==> src/rtl/serial_pkg.sv <==
`default_nettype none
// ============================================================================
// serial_pkg
// Shared defaults and width helpers for the serial port buffer.
// Rev 1.0
// ============================================================================
package serial_pkg;

  localparam int DATA_W_DEFAULT = 8;

  // Occupancy counters must represent 0..depth inclusive.
  function automatic int count_width(input int depth);
    return $clog2(depth) + 1;
  endfunction

endpackage
`default_nettype wire

==> src/rtl/sync_fifo.sv <==
`default_nettype none
// ============================================================================
// sync_fifo
// First-word-fall-through synchronous FIFO with occupancy count.
// Full/empty come from the registered count, so a push into a full FIFO is
// refused even when a pop happens on the same edge.
// Rev 1.0
// ============================================================================
module sync_fifo
  import serial_pkg::*;
#(
  parameter int WIDTH = 8,
  parameter int DEPTH = 16
) (
  input  logic                          clock,
  input  logic                          reset,
  input  logic                          push,
  input  logic                          pop,
  input  logic [WIDTH-1:0]              wdata,
  output logic [WIDTH-1:0]              rdata,
  output logic [count_width(DEPTH)-1:0] count,
  output logic                          full,
  output logic                          empty
);

  localparam int PTR_W = $clog2(DEPTH);
  localparam int CNT_W = count_width(DEPTH);
  localparam logic [CNT_W-1:0] FULL_COUNT = CNT_W'(DEPTH);

  logic [WIDTH-1:0] mem [DEPTH];
  logic [PTR_W-1:0] wr_ptr;
  logic [PTR_W-1:0] rd_ptr;
  logic             do_push;
  logic             do_pop;

  assign full    = (count == FULL_COUNT);
  assign empty   = (count == '0);
  assign do_push = push && !full;
  assign do_pop  = pop && !empty;
  assign rdata   = mem[rd_ptr];

  // Storage array: write the accepted word at the tail; no reset needed.
  always_ff @(posedge clock) begin
    if (do_push && !reset) begin
      mem[wr_ptr] <= wdata;
    end
  end

  // Pointers wrap naturally (power-of-two depth); count tracks accepted traffic.
  always_ff @(posedge clock) begin
    if (reset) begin
      wr_ptr <= '0;
      rd_ptr <= '0;
      count  <= '0;
    end else begin
      if (do_push) wr_ptr <= wr_ptr + PTR_W'(1);
      if (do_pop)  rd_ptr <= rd_ptr + PTR_W'(1);
      case ({do_push, do_pop})
        2'b10:   count <= count + CNT_W'(1);
        2'b01:   count <= count - CNT_W'(1);
        default: count <= count;
      endcase
    end
  end

endmodule
`default_nettype wire

==> src/rtl/serial_port_buffer.sv <==
`default_nettype none
// ============================================================================
// serial_port_buffer
// Bidirectional buffer between the processor serial port and external
// serial pins: TX FIFO drained by valid/ready, RX FIFO read by valid/rden,
// with occupancy counts and sticky overflow/underflow flags.
// Rev 1.0
// ============================================================================
module serial_port_buffer
  import serial_pkg::*;
#(
  parameter int DATA_W   = DATA_W_DEFAULT,
  parameter int TX_DEPTH = 16,
  parameter int RX_DEPTH = 16
) (
  input  logic                             clock,
  input  logic                             reset,
  input  logic                             cpu_wren_in,
  input  logic [DATA_W-1:0]                cpu_data_in,
  output logic                             cpu_ready_out,
  input  logic                             cpu_rden_in,
  output logic [DATA_W-1:0]                cpu_data_out,
  output logic                             cpu_valid_out,
  output logic [DATA_W-1:0]                tx_data_out,
  output logic                             tx_valid_out,
  input  logic                             tx_ready_in,
  input  logic [DATA_W-1:0]                rx_data_in,
  input  logic                             rx_valid_in,
  output logic                             rx_ready_out,
  output logic [count_width(TX_DEPTH)-1:0] tx_count_out,
  output logic [count_width(RX_DEPTH)-1:0] rx_count_out,
  input  logic                             clear_flags_in,
  output logic                             tx_overflow_out,
  output logic                             rx_underflow_out
);

  logic tx_full;
  logic tx_empty;
  logic rx_full;
  logic rx_empty;

  sync_fifo #(
    .WIDTH (DATA_W),
    .DEPTH (TX_DEPTH)
  ) u_tx_fifo (
    .clock (clock),
    .reset (reset),
    .push  (cpu_wren_in),
    .pop   (tx_ready_in),
    .wdata (cpu_data_in),
    .rdata (tx_data_out),
    .count (tx_count_out),
    .full  (tx_full),
    .empty (tx_empty)
  );

  sync_fifo #(
    .WIDTH (DATA_W),
    .DEPTH (RX_DEPTH)
  ) u_rx_fifo (
    .clock (clock),
    .reset (reset),
    .push  (rx_valid_in),
    .pop   (cpu_rden_in),
    .wdata (rx_data_in),
    .rdata (cpu_data_out),
    .count (rx_count_out),
    .full  (rx_full),
    .empty (rx_empty)
  );

  assign cpu_ready_out = !tx_full;
  assign tx_valid_out  = !tx_empty;
  assign rx_ready_out  = !rx_full;
  assign cpu_valid_out = !rx_empty;

  // Sticky error flags; a new error on the clearing edge keeps the flag set.
  always_ff @(posedge clock) begin
    if (reset) begin
      tx_overflow_out  <= 1'b0;
      rx_underflow_out <= 1'b0;
    end else begin
      if (cpu_wren_in && tx_full)     tx_overflow_out <= 1'b1;
      else if (clear_flags_in)        tx_overflow_out <= 1'b0;
      if (cpu_rden_in && rx_empty)    rx_underflow_out <= 1'b1;
      else if (clear_flags_in)        rx_underflow_out <= 1'b0;
    end
  end

endmodule
`default_nettype wire
==> config.mk <==
export PLATFORM = sky130hd
export DESIGN_NAME = serial_port_buffer
export DESIGN_NICKNAME = d
export VERILOG_FILES = /design/src/rtl/serial_pkg.sv /design/src/rtl/sync_fifo.sv /design/src/rtl/serial_port_buffer.sv
export SDC_FILE = /design/constraint.sdc
export NUM_CORES = 1
export LEC_CHECK = 0
export BUFFER_PORTS_ARGS = -buffer_cell sky130_fd_sc_hd__buf_2
export CAP_MARGIN = 0
export CORE_ASPECT_RATIO = 0.7
export CORE_MARGIN = 2
export CORE_UTILIZATION = 61
export DETAILED_ROUTE_END_ITERATION = 16
export PLACE_DENSITY = 0.79
export SYNTH_ARGS = -nofsm -noshare
export SYNTH_HDL_FRONTEND = slang
export SYNTH_HIERARCHICAL = 1
export SYNTH_SLANG_ARGS = --single-unit
==> constraint.sdc <==
create_clock -name clock -period 3.8 [get_ports clock]
set_input_delay 0.76 -clock clock [delete_from_list [all_inputs] [get_ports clock]]
set_output_delay 0.76 -clock clock [all_outputs]
set_load 0.005 [all_outputs]
==> summary.md, run 1 <==
| Metric | Value |
|---|---|
| Yosys reg bits | `292` |
| Cell Pwr Density | `~630 nW/µm²` |
| Postcts setup bufs | `0` |
| CP max stage delay | `just over 600 ps` |
| Setup TNS | `0 ps` |
| Max rail drop VDD | `~0.37 mV` |
| Cts hold-fix bufs | `0` |
| R2R Path Start | `u_tx_fifo/count[0]$_SDFFE_PP0P_` |
| Crit path time final | `3368 ps` |
| Clock buffer depth | `3` |
| Largest net degree at the start of global routing | `33` |
| Largest fanout on the critical path | `12` |
| Sequential share of the synthesized area | `0.7259` |
| HPWL after DPL | `~15000 µm` |
| Commonest non-fill, non-tap cell in the layout | `edfxtp_1` |
| CTS tree | `built` |
| Critical path startpoint category | `register` |
| Clk root buf | `clkbuf_16` |
| Reg-to-reg slack, setup | `650 ps` |
| Critical Path RT | `about 3000 ps` |
| Die Area | `roughly 20000 µm²` |
| Synth Area per Inst | `~18 µm²` |
| Final Setup Violations | `0` |
| Status | `completed` |
| RSZ-0062 raised after global routing | `no` |
| Slew headroom | `0.3227` |
| Initial Util | `0.6174` |
| Num rows | `42` |
| Worst Hold Depth | `2` |
| Antenna Violating Nets Remaining | `0` |
| Share of cells above drive strength 1 | `0.2469` |
| Fin. Hold Viols | `0` |
| Warnings, synthesis | `6` |
| Clock Latency Late Sink | `roughly 520 ps` |
| Hold slack final | `a little under 500 ps` |
| Post-cts sizing count | `0` |
| Synth Cell Area | `roughly 12000 µm²` |
| Port Buffer Count | `54` |
| Area delta synth->final | `11.56%` |
| Synthesized instance count | `about 640` |
| Layout net count | `744` |
| GRT Total Usage | `0.2382` |
| Slowest-stage cell, CP | `dfxtp_2` |
| Worst-margin pin slew | `1012 ps` |
| Vias in the first global route | `6145` |
| Die Wd | `roughly 170 µm` |
| Vias | `6113` |
| H-tree depth | `1` |
| Syn_nets | `685` |
| Die height | `119.3 µm` |
| Smallest setup slack after layout | `between 400 and 500 ps` |
| Placer Congestion | `0.8767` |
| Worst-path clk slew | `60 ps` |
| Setup Slack @ Placement | `693.3 ps` |
| N_diodes | `0` |
| WP data arrival | `2610 ps` |
| WL final | `~23000 µm` |
| Final period util | `0.8862` |
| Pre-antenna DRT Iters | `5` |
| DR WL/cell | `24.27 µm` |
| Max_cap viols | `0` |
| FF-to-FF End | `u_tx_fifo/count[4]$_SDFFE_PP0P_` |
| Core region area | `18760 µm²` |
| Crit Path Category | `register to primary output` |
| Hold Path End | `tx_overflow_out$_SDFFE_PP0P_` |
| Max Clk Rate | `between 200 and 300 MHz` |
| Critical Path Sink Type | `primary output` |
| Clock sinks | `roughly 290` |
| Fin. max-slew vios | `0` |
| CTS Buf Count | `27` |
| Most frequent cells in the layout | `edfxtp_1 (256), nor2_1 (80), mux4_2 (64)` |
| Leakage | `4.368 nW` |
| GRT overflow | `0` |
| Worst hold start | `tx_overflow_out$_SDFFE_PP0P_` |
| Drt drc | `0` |
| HP Class | `register to register` |
| First-pass GRT wire length | `35550 µm` |
| Reg2Reg Depth | `10` |
| Vias per cell | `6.348` |
| I/O pin count | `55` |
| Initial antenna violation count | `0` |
| 1st-iter DRT viols | `767` |
| Clock skew | `8.795 ps` |
| Yosys cell types | `34` |
| Worst path cell trace | `buf_4 > mux4_2 > a22oi_1 > nand2_1 > buf_2` |
power by group:
group	switching [mW]	internal (mW)	total, mW
registers	0.133	3.61	3.75
clock network	1.10	1.50	2.60
logic	0.914	0.829	1.74
metal layers:
layer  GRT usage  vias up  wire, µm
li1            -     2620         -
met1      0.3672     3095      9651
met2      0.3455      346     10540
met3     0.05916       52      2580
met4     0.06627        0       602
met5           0        -         0
Yosys cell counts:
cell,n,share of area
nand2b_1,6,0.0032
buf_6,4,0.0039
mux2_2,2,0.0019
a22oi_1,32,0.021
o211ai_1,4,0.0026
dfxtp_1,36,0.062
fa_1,2,0.0035
and2_1,2,0.0011
edfxtp_1,256,0.66
nor4bb_1,2,0.0017
nor4_1,2,0.0011
buf_1,4,0.0013
mux2_1,2,0.0019
a21oi_1,9,0.0039
a21oi_2,1,0.00076
o211ai_2,2,0.0022
mux4_2,64,0.12
nor2_1,80,0.026
a21o_1,2,0.0013
mux2i_1,6,0.0052
clkbuf_1,16,0.0052
nand4_2,2,0.0022
buf_2,6,0.0026
nand2_1,30,0.0097
inv_1,20,0.0065
nor2b_1,6,0.0032
or3_1,4,0.0022
or4_4,2,0.0019
xor2_1,12,0.0091
o21ai_2,2,0.0015
and3_1,2,0.0011
o21a_1,2,0.0013
ha_1,18,0.019
xnor2_1,2,0.0015
worst max path at each step:
| stage | endpoint | start | slack, ps |
|---|---|---|---|
| 4_1_cts | cpu_data_out[3] | register | 430 |
| 3_3_place_gp | u_rx_fifo/count[4]$_SDFFE_PP0P_ | u_rx_fifo/count[3]$_SDFFE_PP0P_ | 850 |
| 3_5_place_dp | u_tx_fifo/count[4]$_SDFFE_PP0P_ | u_tx_fifo/count[0]$_SDFFE_PP0P_ | 690 |
| 2_1_floorplan | u_rx_fifo/count[4]$_SDFFE_PP0P_ | u_rx_fifo/count[3]$_SDFFE_PP0P_ | 860 |
| 6_report | cpu_data_out[3] | register | 430 |
| 5_1_grt | cpu_data_out[3] | register | 310 |
area by class of cell:
class	instances	area [µm²]
multi-input cells	300	2949
clock inverters	8	46.29
repair buffers	60	315.3
well taps	242	302.8
flip-flops and latches	292	8411
inverters	20	75.07
clock buffers	41	822.0
fillers	1140	5839
flip-flops by register name, summed over array words and instances (netlist names), 4 cells and up, named ones only:
name,flops
u_rx_fifo/mem,128
u_tx_fifo/mem,128
u_tx_fifo/rd_ptr,4
u_rx_fifo/rd_ptr,4
u_rx_fifo/count,5
u_rx_fifo/wr_ptr,4
u_tx_fifo/count,5
u_tx_fifo/wr_ptr,4
logic make-up (layout without fill, tap and decap cells):
| family | count (synthesis) | count (layout) | share of synthesized area |
|---|---|---|---|
| simple gates | 138 | 138 | 0.05336 |
| fa+ha+maj | 20 | 20 | 0.02290 |
| xor+xnor | 14 | 14 | 0.01059 |
| mux | 74 | 74 | 0.1335 |
| buf+inv | 50 | 129 | 0.01944 |
| flops | 292 | 292 | 0.7259 |
| compound gates | 54 | 54 | 0.03424 |
through the flow:
| step | std cells | power [mW] | cell area [µm²] | util |
|---|---|---|---|---|
| after floorplan | 642 | 5.072 | 11580 | - |
| after global placement | 914 | 5.455 | 12050 | 0.6425 |
| after detailed placement | 914 | 5.541 | 12050 | 0.6425 |
| after CTS | 963 | 8.126 | 12920 | 0.6887 |
| after global routing | 963 | 8.427 | 12920 | 0.6887 |
| final | 963 | 8.086 | 12920 | 0.6887 |
worst max-delay path, delay by kind of cell (launching register included):
family                 cells  cell delay (ps)
multiplexers               1              580
AND/OR/NAND/NOR            1              100
flip-flops                 1              620
buffers and inverters      2              500
AO/OA/AOI/OAI              1              280
(Power assumes the default switching activity.)
==> run 2: changes to the inputs <==
- SYNTH_HIERARCHICAL: 1 -> not set
==> summary.md, run 2 <==
| Metric | Value |
|---|---|
| Status | `completed` |
| Most frequent cells in the layout | `edfxtp_1 (256), mux4_2 (80), nor2_1 (69)` |
| WL final | `23920 µm (+2.4%)` |
| Sequential share of the synthesized area | `0.7234 (-0.002501)` |
| Hold slack final | `472.7 ps (-18.40 ps)` |
| Vias in the first global route | `6130 (-0.24%)` |
| Fin. Hold Viols | `0 (unchanged)` |
| Smallest setup slack after layout | `573.7 ps (+141.3 ps)` |
| Yosys cell types | `50 (+47%)` |
| Yosys reg bits | `292 (unchanged)` |
| Top-count cell post-synth | `edfxtp_1` |
| Postcts setup bufs | `0 (unchanged)` |
| Leakage | `4.349 nW (-0.44%)` |
| CTS Buf Count | `27 (unchanged)` |
| HP Class | `register to register` |
| Clk root buf | `clkbuf_16` |
| Setup TNS | `0 ps (unchanged)` |
| Pre-antenna DRT Iters | `4 (-1)` |
| Dpl cells | `898 (-1.8%)` |
| Footprint of the multi-input gates | `3033 µm² (+2.8%)` |
| Slew headroom | `0.2988 (-0.02391)` |
| H-tree depth | `1 (unchanged)` |
| Critical Path RT | `3040 ps (about the same)` |
| 1st-iter DRT viols | `552 (-28%)` |
| Layout Cells excl Fill | `948 (-1.6%)` |
| HPWL after DPL | `14090 µm (-5.8%)` |
| Synth area leader | `edfxtp_1` |
| Top cells by area, synth | `edfxtp_1 (66%), mux4_2 (16%), dfxtp_1 (6.2%), nor2_1 (2.2%), ha_1 (1.6%)` |
| Clock skew | `12.85 ps (+4.053 ps)` |
| GRT Total Usage | `0.2484 (+0.01022)` |
| Reg area | `8411 µm² (unchanged)` |
| R2R Path Start | `u_tx_fifo.count[1]$_SDFFE_PP0P_` |
| Synth Flop Type | `edfxtp_1` |
| Vias per cell | `6.285 (-0.99%)` |
| Max Clk Rate | `310.0 MHz (+4.4%)` |
| Initial Util | `0.6178 (about the same)` |
| Crit path time final | `3226 ps (-141.3 ps)` |
| Final period util | `0.8490 (-0.03717)` |
| DR WL/cell | `25.24 µm (+4.0%)` |
| Worst hold start | `rx_underflow_out$_SDFFE_PP0P_` |
| GRT overflow | `0 (unchanged)` |
| Vias | `5958 (-2.5%)` |
| Antenna Violating Nets Remaining | `0 (unchanged)` |
| Reg-to-reg slack, setup | `700 ps (+50 ps)` |
| Port Buffer Count | `54 (unchanged)` |
| Cell Pwr Density | `615.9 nW/µm² (-1.6%)` |
| Synth Cell Area | `11620 µm² (+0.35%)` |
| Clock sinks | `292 (unchanged)` |
| WP data arrival | `2470 ps (-140 ps)` |
| Worst-margin pin slew | `1048 ps (+35.73 ps)` |
| Clock buffer depth | `3 (unchanged)` |
| Fin. max-slew vios | `0 (unchanged)` |
| Setup Slack @ Placement | `527.9 ps (-165.4 ps)` |
| FILL cells | `1118 (-1.9%)` |
| First-pass GRT wire length | `36550 µm (+2.8%)` |
| N_diodes | `0 (unchanged)` |
| RSZ-0062 raised after global routing | `no` |
| Hold Path End | `rx_underflow_out$_SDFFE_PP0P_` |
| Cts hold-fix bufs | `0 (unchanged)` |
| Ys async rst share | `0 (unchanged)` |
| Core region area | `18810 µm² (+0.28%)` |
| List of most frequent post-synthesis cells | `edfxtp_1 (256), mux4_2 (80), nor2_1 (69), dfxtp_1 (36), nand2_1 (21)` |
| Die Wd | `169.0 µm (+0.17%)` |
| Post-synth EDFFs | `256 (unchanged)` |
| Synthesized instance count | `607 (-5.5%)` |
| Area delta synth->final | `13.38%` |
| Largest net degree at the start of global routing | `45 (+36%)` |
| Commonest non-fill, non-tap cell in the layout | `edfxtp_1` |
| Worst-path clk slew | `60 ps (about the same)` |
| Placer Congestion | `0.8702 (-0.74%)` |
| Post-cts sizing count | `0 (unchanged)` |
| Num rows | `42 (unchanged)` |
| Clock Latency Late Sink | `540 ps (+20 ps)` |
| Warnings, synthesis | `0 (-6)` |
| Worst Hold Depth | `2 (unchanged)` |
| Synth top area share | `0.6614 (-0.002286)` |
| Syn_nets | `645 (-5.8%)` |
| Share of cells above drive strength 1 | `0.3116 (+0.06474)` |
| Reg2Reg Depth | `10 (unchanged)` |
| Biggest regs | `u_rx_fifo.mem (128), u_tx_fifo.mem (128)` |
| Largest fanout on the critical path | `28 (+16)` |
| Critical path startpoint category | `register` |
| Post-layout util | `0.7005 (+0.01171)` |
| Final Setup Violations | `0 (unchanged)` |
| Layout net count | `723 (-2.8%)` |
| Initial antenna violation count | `1 (+1)` |
| Die Area | `20190 µm² (+0.34%)` |
| Critical Path Sink Type | `primary output` |
| Drt drc | `0 (unchanged)` |
| Crit Path Category | `register to primary output` |
| Max_cap viols | `0 (unchanged)` |
| I/O pin count | `55 (unchanged)` |
| Synth Area per Inst | `19.15 µm² (+6.1%)` |
| FF-to-FF End | `u_tx_fifo.count[4]$_SDFFE_PP0P_` |
| Die height | `119.5 µm (+0.17%)` |
| Max rail drop VDD | `0.4199 mV (+13%)` |
| CTS tree | `built` |
run 2: worst max-delay path, stage by stage (launching register included):
cell and delay, ps:
dfxtp_2 430, buf_12 270, mux4_2 570, mux4_2 490, buf_2 140
run 2: layer usage:
metal	vias to the layer above	wire length [µm]	track usage
li1	2567	-	-
met1	3050	10090	0.3711
met2	298	11300	0.3888
met3	41	2035	0.04952
met4	2	484	0.05716
met5	-	13	0
run 2: kinds of logic (layout without fill, tap and decap cells):
family	count (synthesis)	count (layout)	synth area share
multiplexers	87	87	0.1613
XOR/XNOR	19	19	0.01432
flip-flops	292	292	0.7234
buffers and inverters	42	141	0.01561
AO/OA/AOI/OAI	28	28	0.02035
AND/OR/NAND/NOR	124	124	0.04887
adder cells (fa/ha/maj)	15	15	0.01615
run 2: how the worst max path moves through the flow:
stage,to,slack [ps],cells after the start
after global routing,cpu_data_out[1],470,4
after floorplan,u_tx_fifo.count[4]$_SDFFE_PP0P_,960,10
after global placement,u_tx_fifo.count[4]$_SDFFE_PP0P_,750,8
after CTS,cpu_data_out[1],530,4
after detailed placement,u_tx_fifo.count[4]$_SDFFE_PP0P_,530,9
final,cpu_data_out[1],570,4
run 2: final cells by class:
type | count | area share
Sequential cell | 292 | 0.6382
Multi-Input combinational cell | 273 | 0.2302
Clock buffer | 37 | 0.05953
Timing Repair Buffer | 82 | 0.03836
Tap cell | 242 | 0.02298
Clock inverter | 13 | 0.008166
Inverter | 9 | 0.002564
run 2: stage by stage:
step,power [mW],cell area [µm²]
after global routing,8.425,13180
after CTS,8.181,13180
final,8.116,13180
after floorplan,5.027,11620
after detailed placement,5.490,12290
after global placement,5.419,12290
run 2: power breakdown:
group          internal [mW]  switching, mW  leakage (nW)
Sequential              3.60          0.146          2.60
Clock                   1.52           1.17         0.443
Combinational          0.885          0.791          1.31
==> run 3: changes to the inputs <==
- ABC_AREA: not set -> 1
- clock period: 3.8 -> 3.3 ns (I/O delays scaled with it)
==> summary.md, run 3 <==
| Metric | Value |
|---|---|
| Status | `completed` |
| Synth Flop Type | `edfxtp_1` |
| Share of cells above drive strength 1 | `0.1243 (-0.1873)` |
| Footprint of the multi-input gates | `3120 µm² (+2.9%)` |
| Synth area leader | `edfxtp_1` |
| GRT Total Usage | `0.2492 (+0.0008036)` |
| Routed wl met3 | `2752 µm (+35%)` |
| Met2 routed WL | `11070 µm (-2.1%)` |
| 1st-iter DRT viols | `950 (+72%)` |
| RSZ-0062 raised after global routing | `no` |
| Layout Cells excl Fill | `1300 (+37%)` |
| Critical path startpoint category | `register` |
| Synthesized instance count | `960 (+58%)` |
| Worst-margin pin slew | `1010 ps (-37.73 ps)` |
| Ys async rst share | `0 (unchanged)` |
| Cts hold-fix bufs | `0 (unchanged)` |
| Post-cts sizing count | `0 (unchanged)` |
| Yosys cell types | `32 (-36%)` |
| Slowest-stage cell, CP | `dfxtp_4` |
| Worst path cell trace | `buf_12 > a21oi_1 > o21ai_0 > o211ai_1 > nand3_1 > nand2_1 > buf_2` |
| Synth Cell Area | `12170 µm² (+4.7%)` |
| Vias per cell | `5.952 (-5.3%)` |
| Clock sinks | `292 (unchanged)` |
| Clk pwr share | `0.306 (-0.026)` |
| P_sw | `3.031 mW (+44%)` |
| Warnings, synthesis | `0 (unchanged)` |
| Critical Path Sink Type | `primary output` |
| Final Setup Violations | `0 (unchanged)` |
| GRT overflow | `0 (unchanged)` |
| Initial Util | `0.6179 (about the same)` |
| Leakage | `4.857 nW (+12%)` |
| R2R Path Start | `u_tx_fifo.count[1]$_SDFFE_PP0P_` |
| Most frequent cells in the layout | `edfxtp_1 (256), inv_1 (104), o21ai_0 (97)` |
| Final period util | `0.9528` |
| Crit Path Category | `register to primary output` |
| Post-synth EDFFs | `256 (unchanged)` |
| List of most frequent post-synthesis cells | `edfxtp_1 (256), inv_1 (104), o21ai_0 (97), a21oi_1 (82)` |
| Dpl cells | `1250 (+39%)` |
| Vias in the first global route | `7109 (+16%)` |
| Hold slack final | `388.1 ps (-84.52 ps)` |
| Fin. Hold Viols | `0 (unchanged)` |
| Area delta synth->final | `11.22%` |
| Port Buffer Count | `54 (unchanged)` |
| WP data arrival | `2480 ps (about the same)` |
| Yosys reg bits | `292 (unchanged)` |
| DR WL/cell | `20.23 µm (-20%)` |
| Fin. max-slew vios | `0 (unchanged)` |
| Synth top area share | `0.6318 (-0.02965)` |
| Clk root buf | `clkbuf_16` |
| Max rail drop VDD | `0.5225 mV (+24%)` |
| Clock skew | `13.57 ps (+0.7208 ps)` |
| Worst-path clk slew | `60 ps (about the same)` |
| I/O pin count | `55 (unchanged)` |
| HP Class | `input pin to register` |
| Critical Path RT | `2640 ps (-400 ps)` |
| Largest fanout on the critical path | `67 (+140%)` |
| Sequential share of the synthesized area | `0.6910 (-0.03243)` |
| Cell Pwr Density | `721.4 nW/µm² (+17%)` |
| Syn_nets | `998 (+55%)` |
| Placer Congestion | `0.8722 (+0.23%)` |
| FF-to-FF End | `u_tx_fifo.mem[6][1]$_DFFE_PP_` |
| Num rows | `43 (+2.4%)` |
| Die Wd | `172.8 µm (+2.3%)` |
| Die height | `122.2 µm (+2.2%)` |
| FILL cells | `1364 (+22%)` |
| Top-count cell post-synth | `edfxtp_1` |
| Biggest regs | `u_rx_fifo.mem (128), u_tx_fifo.mem (128)` |
| Largest net degree at the start of global routing | `68 (+51%)` |
| Pre-antenna DRT Iters | `6 (+2)` |
| CTS tree | `built` |
| N_diodes | `0 (unchanged)` |
| Initial antenna violation count | `0 (-1)` |
| Commonest non-fill, non-tap cell in the layout | `edfxtp_1` |
| Synth Area per Inst | `12.67 µm² (-34%)` |
| Setup TNS | `0 ps (unchanged)` |
| Slew headroom | `0.3258 (+0.02699)` |
| Reg2Reg Depth | `6 (-4)` |
| Max_cap viols | `0 (unchanged)` |
| End of the critical path | `tx_data_out[7]` |
| Max Clk Rate | `318.0 MHz` |
| Core region area | `19690 µm² (+4.7%)` |
| Post-layout util | `0.6873 (-0.01320)` |
| Die Area | `21110 µm² (+4.6%)` |
| Top cells by area, synth | `edfxtp_1 (63%), dfxtp_1 (5.9%), mux2i_1 (5.3%), o21ai_0 (4.0%), o211ai_1 (3.9%)` |
| WL final | `26310 µm (+10%)` |
| Logic pwr share | `0.233 (+0.027)` |
| Clock Latency Late Sink | `540 ps (about the same)` |
| Reg area | `8416 µm² (about the same)` |
| CP max stage delay | `860 ps (+290 ps)` |
| Switch share | `0.3105 (+0.05090)` |
| H-tree depth | `1 (unchanged)` |
| Internal power | `6.731 mW (+12%)` |
| Crit path time final | `3144 ps` |
| CTS Buf Count | `27 (unchanged)` |
| Layout net count | `1047 (+45%)` |
| Clock buffer depth | `3 (unchanged)` |
| Drt drc | `0 (unchanged)` |
| Share of power burned in registers | `0.461 (about the same)` |
| Uppermost layer routed | `met4` |
| Vias | `7738 (+30%)` |
| M1 WL | `12140 µm (+20%)` |
| Design Power | `9.762 mW (+20%)` |
| Antenna Violating Nets Remaining | `0 (unchanged)` |
| HPWL after DPL | `16960 µm (+20%)` |
| First-pass GRT wire length | `40390 µm (+11%)` |
| Reg-to-reg slack, setup | `1090 ps (+390 ps)` |
| Postcts setup bufs | `0 (unchanged)` |
-- run 3: changes by cell type after synthesis, moves of 59 or more --
| cell | delta |
|---|---|
| o21ai_0 | +95 |
| mux2i_1 | +59 |
| mux4_2 | -80 |
| inv_1 | +95 |
| a21oi_1 | +77 |
| o211ai_1 | +64 |
-- run 3: cells by family (layout without fill, tap and decap cells) --
family          after synthesis  in the layout  synth area share
mux                          64             64           0.05265
fa+ha+maj                    15             15           0.01542
xor+xnor                     10             10          0.007198
flops                       292            292            0.6910
compound gates              252            252            0.1174
simple gates                170            170           0.06375
buf+inv                     157            227           0.05254
-- run 3: per-layer routing --
layer,track usage,up-vias
met5,0,-
met2,0.3483,389
li1,-,3581
met1,0.4034,3736
met4,0.04555,0
met3,0.05400,32
-- run 3: through the flow --
stage,setup WS [ps],cell area [µm²]
6_report,155.7,13530
5_1_grt,5.229,13530
4_1_cts,207.9,13530
3_5_place_dp,796.6,12690
3_3_place_gp,824.8,12690
2_1_floorplan,1200,12170
-- run 3: area by class of cell --
| class | count | area share |
|---|---|---|
| clock buffer | 30 | 0.05076 |
| clock inverter | 20 | 0.01183 |
| inverter | 109 | 0.03042 |
| multi-input combinational | 511 | 0.2306 |
| sequential | 292 | 0.6219 |
| tap | 270 | 0.02496 |
| timing repair buffer | 68 | 0.02959 |
-- run 3: power by group through the flow --
stage / Combinational [mW] / Clock, mW / Sequential (mW)
floorplan: 1.70 / 0 / 4.37
global placement: 2.16 / 0 / 4.56
detailed placement: 2.23 / 0 / 4.57
CTS: 2.26 / 3.01 / 4.49
global route: 2.53 / 3.16 / 4.53
finish: 2.28 / 2.99 / 4.50
-- run 3: worst min-delay path by stage --
stage	start	endpoint	slack, ps	cells after the start
2_1_floorplan	rx_underflow_out$_SDFFE_PP0P_	rx_underflow_out$_SDFFE_PP0P_	460	2
3_3_place_gp	tx_overflow_out$_SDFFE_PP0P_	tx_overflow_out$_SDFFE_PP0P_	450	2
3_5_place_dp	tx_overflow_out$_SDFFE_PP0P_	tx_overflow_out$_SDFFE_PP0P_	460	2
4_1_cts	clear_flags_in	tx_overflow_out$_SDFFE_PP0P_	370	4
5_1_grt	clear_flags_in	rx_underflow_out$_SDFFE_PP0P_	410	4
6_report	clear_flags_in	tx_overflow_out$_SDFFE_PP0P_	390	4
-- run 3: critical path, delay by kind of cell (launching register included) --
family	cells	cell delay, ps
DFF	1	860
buffers and inverters	2	410
AOI/OAI and AO/OA	3	410
and+or+nand+nor	2	200
